==> src/rtl/weight_mac_seq_pkg.sv <==
// Shared definitions for the weight MAC sequencer.
//   state_t     : FSM state encoding (IDLE=0, FETCH=1, WAIT=2, MAC=3, DONE=4)
//   DEF_*       : default widths for weights/activations, RAM address, accumulator
package weight_mac_seq_pkg;

  localparam int unsigned DEF_DATA_W = 4;
  localparam int unsigned DEF_ADDR_W = 4;
  localparam int unsigned DEF_ACC_W  = 12;

  typedef enum logic [2:0] {
    S_IDLE  = 3'd0,
    S_FETCH = 3'd1,
    S_WAIT  = 3'd2,
    S_MAC   = 3'd3,
    S_DONE  = 3'd4
  } state_t;

endpackage

==> src/rtl/weight_mac_seq_sat_accum.sv <==
// Unsigned saturating adder used as the MAC accumulator stage.
//   acc_in  : current accumulator value (ACC_W bits)
//   addend  : zero-extended product to add (ADD_W bits)
//   sum_out : acc_in + addend, clamped to 2**ACC_W-1 (never wraps)
module sat_accum
  import weight_mac_seq_pkg::*;
#(
  parameter int unsigned ACC_W = DEF_ACC_W,
  parameter int unsigned ADD_W = 2 * DEF_DATA_W
) (
  input  logic [ACC_W-1:0] acc_in,
  input  logic [ADD_W-1:0] addend,
  output logic [ACC_W-1:0] sum_out
);

  // One guard bit above the wider operand catches every overflow.
  localparam int unsigned SUM_W = ((ACC_W > ADD_W) ? ACC_W : ADD_W) + 1;
  localparam logic [SUM_W-1:0] SAT_MAX = {{(SUM_W-ACC_W){1'b0}}, {ACC_W{1'b1}}};

  logic [SUM_W-1:0] sum;

  always_comb begin
    sum = SUM_W'(acc_in) + SUM_W'(addend);
    if (sum > SAT_MAX) begin
      sum_out = '1;
    end else begin
      sum_out = sum[ACC_W-1:0];
    end
  end

endmodule

==> src/rtl/weight_mac_seq.sv <==
// Weight MAC sequencer: one start pulse runs a len-element dot product of
// weights read from a registered 16x4 RAM with activations from a
// valid/ready stream, then holds the saturated sum until accepted.
//   CLOCK_50  : clock            rst_n     : async active-low reset
//   start/len : job request, len sampled on accepted start (0..2**ADDR_W)
//   mem_raddr/mem_rd_en/mem_dout : weight RAM read port (1-cycle latency)
//   act_data/act_valid/act_ready : activation stream (ready only in MAC)
//   busy      : high in every state except IDLE
//   res_data/res_valid/res_ready : result handshake
module weight_mac_seq
  import weight_mac_seq_pkg::*;
#(
  parameter int unsigned DATA_W = DEF_DATA_W,
  parameter int unsigned ADDR_W = DEF_ADDR_W,
  parameter int unsigned ACC_W  = DEF_ACC_W
) (
  input  logic              CLOCK_50,
  input  logic              rst_n,
  input  logic              start,
  input  logic [ADDR_W:0]   len,
  output logic [ADDR_W-1:0] mem_raddr,
  output logic              mem_rd_en,
  input  logic [DATA_W-1:0] mem_dout,
  input  logic [DATA_W-1:0] act_data,
  input  logic              act_valid,
  output logic              act_ready,
  output logic              busy,
  output logic [ACC_W-1:0]  res_data,
  output logic              res_valid,
  input  logic              res_ready
);

  state_t              state;
  logic [ADDR_W:0]     len_q;
  logic [ADDR_W-1:0]   idx;
  logic [DATA_W-1:0]   weight;
  logic [ACC_W-1:0]    acc;
  logic [ACC_W-1:0]    acc_next;
  logic [2*DATA_W-1:0] prod;
  logic                last_elem;

  assign act_ready = (state == S_MAC);
  assign prod      = (2*DATA_W)'(weight) * (2*DATA_W)'(act_data);
  assign last_elem = (((ADDR_W+1)'(idx) + (ADDR_W+1)'(1)) == len_q);

  sat_accum #(
    .ACC_W (ACC_W),
    .ADD_W (2*DATA_W)
  ) u_sat_accum (
    .acc_in  (acc),
    .addend  (prod),
    .sum_out (acc_next)
  );

  // mem_raddr/mem_rd_en are registered: they are loaded on the edge that
  // enters FETCH so the RAM sees them throughout FETCH and WAIT.
  always_ff @(posedge CLOCK_50 or negedge rst_n) begin
    if (!rst_n) begin
      state     <= S_IDLE;
      len_q     <= '0;
      idx       <= '0;
      weight    <= '0;
      acc       <= '0;
      res_data  <= '0;
      res_valid <= 1'b0;
      mem_raddr <= '0;
      mem_rd_en <= 1'b0;
      busy      <= 1'b0;
    end else begin
      unique case (state)
        S_IDLE: begin
          if (start) begin
            busy <= 1'b1;
            acc  <= '0;
            idx  <= '0;
            if (len != '0) begin
              len_q     <= len;
              mem_raddr <= '0;
              mem_rd_en <= 1'b1;
              state     <= S_FETCH;
            end else begin
              res_data  <= '0;
              res_valid <= 1'b1;
              state     <= S_DONE;
            end
          end
        end
        S_FETCH: begin
          state <= S_WAIT;
        end
        S_WAIT: begin
          weight    <= mem_dout;
          mem_rd_en <= 1'b0;
          state     <= S_MAC;
        end
        S_MAC: begin
          if (act_valid) begin
            acc <= acc_next;
            if (last_elem) begin
              res_data  <= acc_next;
              res_valid <= 1'b1;
              state     <= S_DONE;
            end else begin
              idx       <= idx + ADDR_W'(1);
              mem_raddr <= idx + ADDR_W'(1);
              mem_rd_en <= 1'b1;
              state     <= S_FETCH;
            end
          end
        end
        S_DONE: begin
          if (res_ready) begin
            res_valid <= 1'b0;
            busy      <= 1'b0;
            state     <= S_IDLE;
          end
        end
        default: begin
          state <= S_IDLE;
        end
      endcase
    end
  end

endmodule

==> config.mk <==
export PLATFORM = sky130hd
export DESIGN_NAME = weight_mac_seq
export DESIGN_NICKNAME = d
export VERILOG_FILES = /design/src/rtl/weight_mac_seq_pkg.sv /design/src/rtl/weight_mac_seq_sat_accum.sv /design/src/rtl/weight_mac_seq.sv
export SDC_FILE = /design/constraint.sdc
export NUM_CORES = 1
export LEC_CHECK = 0
export CAP_MARGIN = 5
export CORE_UTILIZATION = 60
export DETAILED_ROUTE_END_ITERATION = 12
export PLACE_DENSITY = 0.94
export SYNTH_ARGS = -nofsm -noshare
export SYNTH_HDL_FRONTEND = slang
export SYNTH_HIERARCHICAL = 1
export SYNTH_SLANG_ARGS = --single-unit
==> constraint.sdc <==
create_clock -name CLOCK_50 -period 7.8 [get_ports CLOCK_50]
set_input_delay 0.78 -clock CLOCK_50 [delete_from_list [all_inputs] [get_ports CLOCK_50]]
set_output_delay 0.78 -clock CLOCK_50 [all_outputs]
set_load 0.02 [all_outputs]
==> flow_metrics.tcl, run 1 <==
set metrics [dict create \
    setup_viol 0 \
    ctsHoldBuffers 0 \
    p_leak_nw 1.634 \
    grt_usage_pct 27.23 \
    top_layer_used "met4" \
    cts_max_level 2 \
    required_ps 7990 \
    cts_root_buf "clkbuf_8" \
    nets 368 \
    fin_util_pct 73.49 \
    ys_seq_area_share_pct 38.86 \
    relSlewSlack_pct 23.77 \
    dr_total_vias 2399 \
    final_max_slew_viol_count 0 \
    synth_area_um2 3027 \
    wl_met1_mm 2.688 \
    yosys.cell_types.count 57 \
    area_growth_pct 16.20 \
    r2r_slack_ps 3320 \
    dp_hpwl_mm 4.805 \
    ys_ff_latch 47 \
    power.density_nw_per_um2 409.1 \
    worst_path_largest_cell_delay_ps 540 \
    wl_mm 6.403 \
    netlist_top_cells_area "dfrtp_1, ha_1, a32o_1, mux2_2, fa_1" \
    antenna_found_initial 0 \
    clockBufferDepth 2 \
    cts-resized-gates 0 \
    die-area_um2 5333 \
    regArea_um2 1176 \
    cts_setup_buffers 0 \
    die_h_um 73.03 \
    setup_tns_ps 0 \
    path_max_fanout 7 \
    ys.flop_type "dfrtp_1" \
    fmax_mhz 198.3 \
    path_buf_inv 2 \
    ios 38 \
    overflow 0 \
    critPathTopFamily "adder cells" \
    path_cells "clkdlybuf4s50_1, nand2_1, fa_1, inv_1, fa_1, ha_1, a21o_1, a21oi_1, o21bai_1, a21oi_1, xnor2_1, ha_1, a21oi_1, nand2_1, o21ai_2, or2_1, nand2_1, a32o_1" \
    power.total_w 0.001439 \
    grt_pass1_vias 2425 \
    diodes 0 \
    vias_per_cell 6.120 \
    rows 25 \
    synth_top_area_cell "dfrtp_1" \
    cpMaxStageDelayCell "clkdlybuf4s50_1" \
    synth_area_per_cell_um2 10.40 \
    firstDrtPassIters 4 \
    critPathKind "input pin to register" \
    period_minus_slack_ps 5044 \
    fillCellCount 323 \
    grt_max_degree 48 \
    core_area_um2 4786 \
    rsz0062_at_grt "no" \
    io_buffers 37 \
    drive_above_1_share_pct 10.15 \
    die_x_um 73.03 \
    async_flop_share_pct 100.0 \
    finalCritPeriodShare_pct 64.66 \
    globalplace.congestion 0.8445 \
    min_path_type "register to register" \
    drv_cap 0 \
    path_clk_slew_ps 80 \
    tightest_slew_ps 1139 \
    clk_latency_ps 300 \
    syn_nets 335 \
    routedWlPerCell_um 16.33 \
    cts_tree "yes" \
    grt_pass1_wl_mm 11.15 \
    multi_input_area_um2 1717 \
    timing.final.hold_violations 0 \
    end_kind "register" \
    route.met2.wl_mm 3.424 \
    drc 0 \
    start_util_pct 63.24 \
    dr_wl_met3_um 213 \
    skew_ps 5.147 \
    postRouteAntennaNets 0 \
    ys_warn_count 6 \
    cts_sinks 47 \
    synth_top_area_share_pct 38.86 \
    synth-edff-count 0 \
    outcome "complete, no violations" \
    startpoint_type "input pin" \
    ir_drop_v 0.0002424 \
    worstPathArrival_ps 5240 \
    drt_iter0_drc 122 \
    cts_inserted_buffers 5 \
    netlist_instances 291 \
]
-- synth_stat cells (all sizes together) (4+ instances only) --
cell,instances
dfrtp,47
nand2,26
ha,21
inv,20
a32o,17
a21oi,13
mux2,13
nor2,13
and2,12
a21o,11
o21ai,9
a22o,7
buf,7
nand3,7
xnor2,7
fa,5
xor2,5
clkbuf,4
nand2b,4
-- metal layers --
layer,global-route usage (%),up-vias
met2,49.28,56
li1,-,1130
met1,32.76,1202
met3,4.282,11
met4,9.368,0
met5,0,-
-- layout by cell type (no fill, tap or decap), drive strengths merged, types with 8 or more instances in the layout --
cell	synthesis	layout
dfrtp	47	47
clkdlybuf4s50	0	36
nand2	26	26
ha	21	21
inv	20	20
a32o	17	17
nor2	13	13
mux2	13	13
a21oi	13	13
and2	12	12
a21o	11	11
o21ai	9	9
clkbuf	4	8
-- kinds of logic after synthesis --
logic type	Yosys count	synth area share (%)
AND/OR/NAND/NOR	80	13.52
AO/OA/AOI/OAI	79	21.50
XOR/XNOR	13	4.217
multiplexers	15	5.498
adder cells (fa/ha/maj)	26	11.99
buffers and inverters	31	4.423
flip-flops	47	38.86
-- worst register-to-register path: cells and delay by family, from the launching register on --
| family | cells | cell delay [ps] |
|---|---|---|
| buffers and inverters | 1 | 60 |
| adders and majority gates | 4 | 1660 |
| and+or+nand+nor | 4 | 670 |
| AOI/OAI and AO/OA | 7 | 1420 |
| xor gates and xnor gates | 1 | 150 |
| DFF | 1 | 420 |
-- where the power goes --
| part | total, W | internal (W) | switching [W] |
|---|---|---|---|
| Sequential | 0.000407 | 0.000324 | 0.0000833 |
| Clock | 0.000158 | 0.0000809 | 0.0000769 |
| Combinational | 0.000874 | 0.000376 | 0.000498 |
| Total | 0.00144 | 0.000781 | 0.000658 |
-- flip-flops by register name (all words and copies together), names as in the netlist --
signal and flops:
acc 12, busy 1, idx 4, len_q 5, mem_raddr 4, mem_rd_en 1, res_data 12, res_valid 1
state 3, weight 4
-- layout make-up --
type	count	area share (%)
Multi-Input combinational cell	213	48.81
Tap cell	67	2.383
Clock buffer	8	2.846
Timing Repair Buffer	37	10.39
Sequential cell	47	33.44
Inverter	20	2.134
-- worst paths after layout --
check	from	end	depth (start not counted)
max	act_data[2]	res_data[1]$_DFFE_PN0P_	18
max in group asynchronous	rst_n	acc[10]$_DFFE_PN0P_	1
min in group asynchronous	rst_n	weight[2]$_DFFE_PN0N_	1
min reg2reg	mem_raddr[0]$_DFFE_PN0P_	mem_raddr[0]$_DFFE_PN0P_	1
max reg2reg	weight[0]$_DFFE_PN0N_	res_data[1]$_DFFE_PN0P_	17
min	mem_raddr[0]$_DFFE_PN0P_	mem_raddr[0]$_DFFE_PN0P_	1
-- per-stage QoR --
stage,hold slack (ps),instance area [µm²],worst slack [ps],std cells
5_1_grt,518.1,3517,2477,392
2_1_floorplan,472.2,3027,3309,291
3_5_place_dp,469.1,3417,2497,384
6_report,487.8,3517,2756,392
3_3_place_gp,466.8,3417,2647,384
4_1_cts,493.0,3517,2795,392
(Power assumes the default switching activity.)
==> inputs of run 2 (changes only) <==
Settings changed: CORE_UTILIZATION 60 to 56, PLACE_DENSITY 0.94 to 0.89.
Clock period 7.8 ns to 4.97 ns, I/O delays scaled along.
==> run 2 against run 1 <==
Compared with the run above: cell count up 0.77%; die area grew 6.9%; non-clock buffer count unchanged; cell area is 0.25% lower; sequential share of layout area grew 0.083 points; combinational power is 53% higher; highest routed layer unchanged; via count fell by 3.2%; routed wire length decreased by 6.2%; worst hold slack lost 120 ps; critical path depth stayed put.
==> flow_metrics.tcl, run 2 (synthesis gave the netlist of run 1 again) <==
set metrics [dict create \
    critPathTopFamily "adder cells" \
    core_area_um2 5140 \
    area_growth_pct 15.92 \
    required_ps 5150 \
    path_clk_slew_ps 90 \
    die_h_um 75.52 \
    cts_tree "yes" \
    worst_path_largest_cell_delay_ps 570 \
    timing.final.hold_violations 0 \
    dp_hpwl_mm 4.523 \
    cpMaxStageDelayCell "fa_1" \
    vias_per_cell 5.878 \
    grt_max_degree 48 \
    wl_mm 6.007 \
    ctsHoldBuffers 0 \
    end_kind "register" \
    power.density_nw_per_um2 626.9 \
    placed_cell_area_um2 3421 \
    grt_usage_pct 22.95 \
    setup.worst_path.start "act_data[3]" \
    fin_util_pct 68.26 \
    min_path_type "input pin to async pin" \
    layout_common_cells "dfrtp_1, clkdlybuf4s50_1, nand2_1" \
    startpoint_type "input pin" \
    period_minus_slack_ps 4675 \
    clk_latency_ps 300 \
    drive_above_1_share_pct 10.77 \
    r2r-start "weight[0]$_DFFE_PN0N_" \
    path_max_fanout 4 \
    drv_cap 0 \
    antenna_found_initial 0 \
    die_x_um 75.52 \
    fillCellCount 413 \
    clockBufferDepth 2 \
    drc 0 \
    diodes 0 \
    p_leak_nw 1.631 \
    fmax_mhz 213.9 \
    start_util_pct 58.89 \
    ir_drop_v 0.0003994 \
    mostFrequentLayoutCell "dfrtp_1" \
    path_buf_inv 4 \
    rows 26 \
    overflow 0 \
    setup_tns_ps 0 \
    skew_ps 9.099 \
    globalplace.congestion 0.8657 \
    cts_root_buf "clkbuf_8" \
    reg.largest.list "acc x12, res_data x12, len_q x5" \
    cts_sinks 47 \
    nets 368 \
    finalCritPeriodShare_pct 94.07 \
    io_buffers 37 \
    final_max_slew_viol_count 0 \
    ios 38 \
    firstDrtPassIters 4 \
    relSlewSlack_pct 20.11 \
    path_cells "clkdlybuf4s50_1, nand2_1, fa_1, inv_1, fa_1, inv_1, fa_1, inv_1, a21o_1, a21oi_1, xnor2_1, ha_1, a21o_1, a21o_1, and4_1, a41oi_2, mux2_1, a32o_1" \
    outcome "complete, no violations" \
    routedWlPerCell_um 15.21 \
    tightest_slew_ps 1194 \
    cts_max_level 2 \
    r2r_slack_ps 570 \
    worstPathArrival_ps 4860 \
    postRouteAntennaNets 0 \
    rsz0062_at_grt "no" \
    cts_inserted_buffers 5 \
    grt_pass1_vias 2222 \
    die-area_um2 5703 \
    dr_total_vias 2322 \
    final_cell_area_um2 3508 \
    setup_viol 0 \
    grt_pass1_wl_mm 9.811 \
    critPathKind "input pin to register" \
    drt_iter0_drc 162 \
]
run 2: changes by cell type in the layout (fill, tap and decap cells not counted), sizes merged:
cell	previous run	this run
clkbuf	8	5
clkinv	0	3
run 2: what timing repair did:
item	4_1_cts	5_1_grt
setup endpoints to repair	0	5
gates resized for setup	0	1
buffers inserted	0	0
run 2: where the power goes:
part           internal, W  total (W)  switching [W]  leakage (nW)
Clock            0.0000965   0.000223       0.000127        0.0477
Combinational     0.000588    0.00134       0.000754         0.975
Sequential        0.000508   0.000634       0.000126         0.608
run 2: worst register-to-register path, stage by stage, from the launching register on:
cell,delay [ps]
dfrtp_1,420
nand2_1,100
fa_1,540
inv_1,60
fa_1,570
inv_1,70
fa_1,450
inv_1,70
a21o_1,100
a21oi_1,70
xnor2_1,130
ha_1,330
a21o_1,190
a21o_1,190
and4_1,200
a41oi_2,160
mux2_1,380
a32o_1,250
run 2: stage by stage:
stage          power [W]  std cells  hold slack, ps  worst slack [ps]
3_3_place_gp    0.001926        387           465.6             92.66
5_1_grt         0.002385        395           449.6             75.15
4_1_cts         0.002202        395           398.2             283.7
6_report        0.002200        395           369.0             294.6
3_5_place_dp    0.001968        387           473.7            -23.43
2_1_floorplan   0.001659        291           201.4             762.5
run 2: metal layers:
layer | part of all wire [%] | routed length, µm | GRT usage (%)
met1 | 44 | 2615 | 29.12
met2 | 52 | 3095 | 39.58
met3 | 3.3 | 200 | 4.630
met4 | 1.6 | 96 | 7.407
met5 | 0 | 0 | 0
run 2: cell type report:
cell class | instances | area (µm²) | area share (%)
repair buffers | 37 | 365.4 | 10.41
flip-flops and latches | 47 | 1176 | 33.52
clock inverters | 3 | 15.01 | 0.4280
multi-input cells | 213 | 1720 | 49.04
well taps | 70 | 87.58 | 2.496
inverters | 20 | 75.07 | 2.140
clock buffers | 5 | 68.82 | 1.961
run 2: final timing paths:
check / depth (start not counted) / to
worst max register to register: 17 / acc[11]$_DFFE_PN0P_
min in group CLOCK_50: 1 / res_data[8]$_DFFE_PN0P_
worst max-delay path: 18 / acc[11]$_DFFE_PN0P_
max in group asynchronous: 1 / acc[11]$_DFFE_PN0P_
worst min-delay path: 1 / weight[0]$_DFFE_PN0N_
worst min register to register: 1 / res_data[8]$_DFFE_PN0P_
==> inputs of run 3 (changes only) <==
Settings changed: CORE_UTILIZATION 56 to 54, PLACE_DENSITY 0.89 to 0.87, SLEW_MARGIN set to 0.
==> run 3 against run 2 <==
Compared with the run above: worst hold slack worse by 6.2 ps; fmax fell by 0.38%; utilization fell by 0.27 points; largest power group unchanged; first-iteration DRC count up 20%; critical path depth unchanged; critical endpoint unchanged; via count grew 2.1%; register-to-register slack about the same; clock skew about the same; worst setup slack lost 18 ps; power increased by 5.4%; cell area up 1.5%; cell count is the same.
==> flow_metrics.tcl, run 3 (synthesis gave the netlist of run 1 again) <==
set metrics [dict create \
    outcome "complete, no violations" \
    dr_total_vias 2371 \
    drv_cap 0 \
    grt_pass1_vias 2386 \
    r2r-start "weight[0]$_DFFE_PN0N_" \
    timing.final.hold_violations 0 \
    final_cells 395 \
    finalCritPeriodShare_pct 94.43 \
    vias_per_cell 6.003 \
    postRouteAntennaNets 0 \
    placed_cell_area_um2 3421 \
    combPwrFrac_pct 58.1 \
    p_sw_share_pct 44.03 \
    antenna_found_initial 0 \
    regArea_um2 1176 \
    power.density_nw_per_um2 651.0 \
    firstDrtPassIters 4 \
    dp_hpwl_mm 4.577 \
    skew_ps 8.600 \
    power_frac_seq_pct 27.5 \
    cts_max_level 2 \
    cts_tree "yes" \
    path_clk_slew_ps 90 \
    clkPwrFrac_pct 14.4 \
    multi_input_area_um2 1720 \
    end_kind "register" \
    drive_above_1_share_pct 10.77 \
    overflow 0 \
    fillCellCount 387 \
    die_h_um 76.87 \
    relSlewSlack_pct 20.19 \
    nets 368 \
    reg2reg_depth 17 \
    cts_inserted_buffers 5 \
    globalplace.congestion 0.8198 \
    layout_common_cells "dfrtp_1, clkdlybuf4s50_1, nand2_1" \
    die_x_um 76.87 \
    start_util_pct 57.79 \
    p_leak_nw 1.648 \
    grt_pass1_wl_mm 10.91 \
    clockBufferDepth 2 \
    cts_root_buf "clkbuf_8" \
    internal-power_w 0.001297 \
    io_buffers 37 \
    diodes 0 \
    required_ps 5160 \
    routedWlPerCell_um 15.81 \
    ios 38 \
    rows 26 \
    setup.worst_path.start "act_data[3]" \
    fmax_mhz 213.1 \
    final_max_slew_viol_count 0 \
    min_path_type "input pin to async pin" \
    place_inst 387 \
    period_minus_slack_ps 4693 \
    power.total_w 0.002318 \
    cts_sinks 47 \
    grt_usage_pct 23.20 \
    ctsHoldBuffers 0 \
    cts_setup_buffers 0 \
    ir_drop_v 0.0003676 \
    rsz0062_at_grt "no" \
    critPathKind "input pin to register" \
    die-area_um2 5908 \
    startpoint_type "input pin" \
    area_growth_pct 17.65 \
    reg.largest.list "acc x12, res_data x12, len_q x5" \
    grt_max_degree 48 \
    setup_viol 0 \
    core_area_um2 5238 \
    clk_latency_ps 300 \
    p_sw_w 0.001021 \
    final_cell_area_um2 3561 \
    r2r_slack_ps 570 \
    drt_iter0_drc 195 \
    worstPathArrival_ps 4880 \
    tightest_slew_ps 1193 \
    path_max_fanout 4 \
    fin_util_pct 67.99 \
    wl_mm 6.246 \
    drc 0 \
    mostFrequentLayoutCell "dfrtp_1" \
]
==> run 3: cell types whose count changed in the layout (fill, tap and decap cells not counted), sizes merged <==
cell and delta:
bufinv +2, clkinv -3, clkinvlp +1
==> run 3: what timing repair did <==
action | CTS | global route
gates resized for setup | 0 | 1
endpoints found under the hold margin | 0 | 0
endpoints found under the setup margin | 0 | 17
==> run 3: through the flow <==
step / TNS (ps) / hold slack (ps) / worst slack (ps)
after global routing: 0 / 448.4 / 43.28
after global placement: 0 / 464.5 / 89.56
final: 0 / 362.8 / 276.6
after floorplan: 0 / 201.4 / 762.5
after CTS: 0 / 395.4 / 294.7
after detailed placement: -165.0 / 465.7 / -30.94
==> run 3: per-layer routing <==
metal / vias to the layer above / wire, µm / global-route usage [%]
li1: 1127 / - / -
met1: 1178 / 2743 / 29.69
met2: 55 / 3176 / 39.29
met3: 11 / 219 / 4.048
met4: 0 / 107 / 8.462
met5: - / 0 / 0
==> run 3: worst max-delay path, stage by stage <==
cell	delay, ps
clkdlybuf4s50_1	510
nand2_1	90
fa_1	530
inv_1	50
fa_1	570
inv_1	70
fa_1	450
inv_1	70
a21o_1	110
a21oi_1	80
xnor2_1	180
ha_1	300
a21o_1	190
a21o_1	190
and4_1	210
a41oi_2	160
mux2_1	380
a32o_1	240
==> run 3: worst paths after layout <==
kind / endpoint
max reg2reg: acc[11]$_DFFE_PN0P_
max in group asynchronous: len_q[3]$_DFFE_PN0P_
max: acc[11]$_DFFE_PN0P_
min: busy$_DFFE_PN0P_
min reg2reg: mem_raddr[0]$_DFFE_PN0P_
min in group CLOCK_50: mem_raddr[0]$_DFFE_PN0P_
==> run 3: layout make-up <==
type	instances	share of cell area (%)
timing repair buffer	37	10.26
multi-input combinational	213	48.31
inverter	20	2.108
tap	70	2.460
clock buffer	5	1.933
sequential	47	33.03
clock inverter	3	1.897
==> run 3: power groups by stage <==
stage / sequential, W / combinational, W / clock [W]
after floorplan: 0.000631 / 0.00103 / 0
after global placement: 0.000635 / 0.00129 / 0
after detailed placement: 0.000642 / 0.00133 / 0
after CTS: 0.000635 / 0.00135 / 0.000338
after global routing: 0.000660 / 0.00151 / 0.000355
final: 0.000637 / 0.00135 / 0.000333
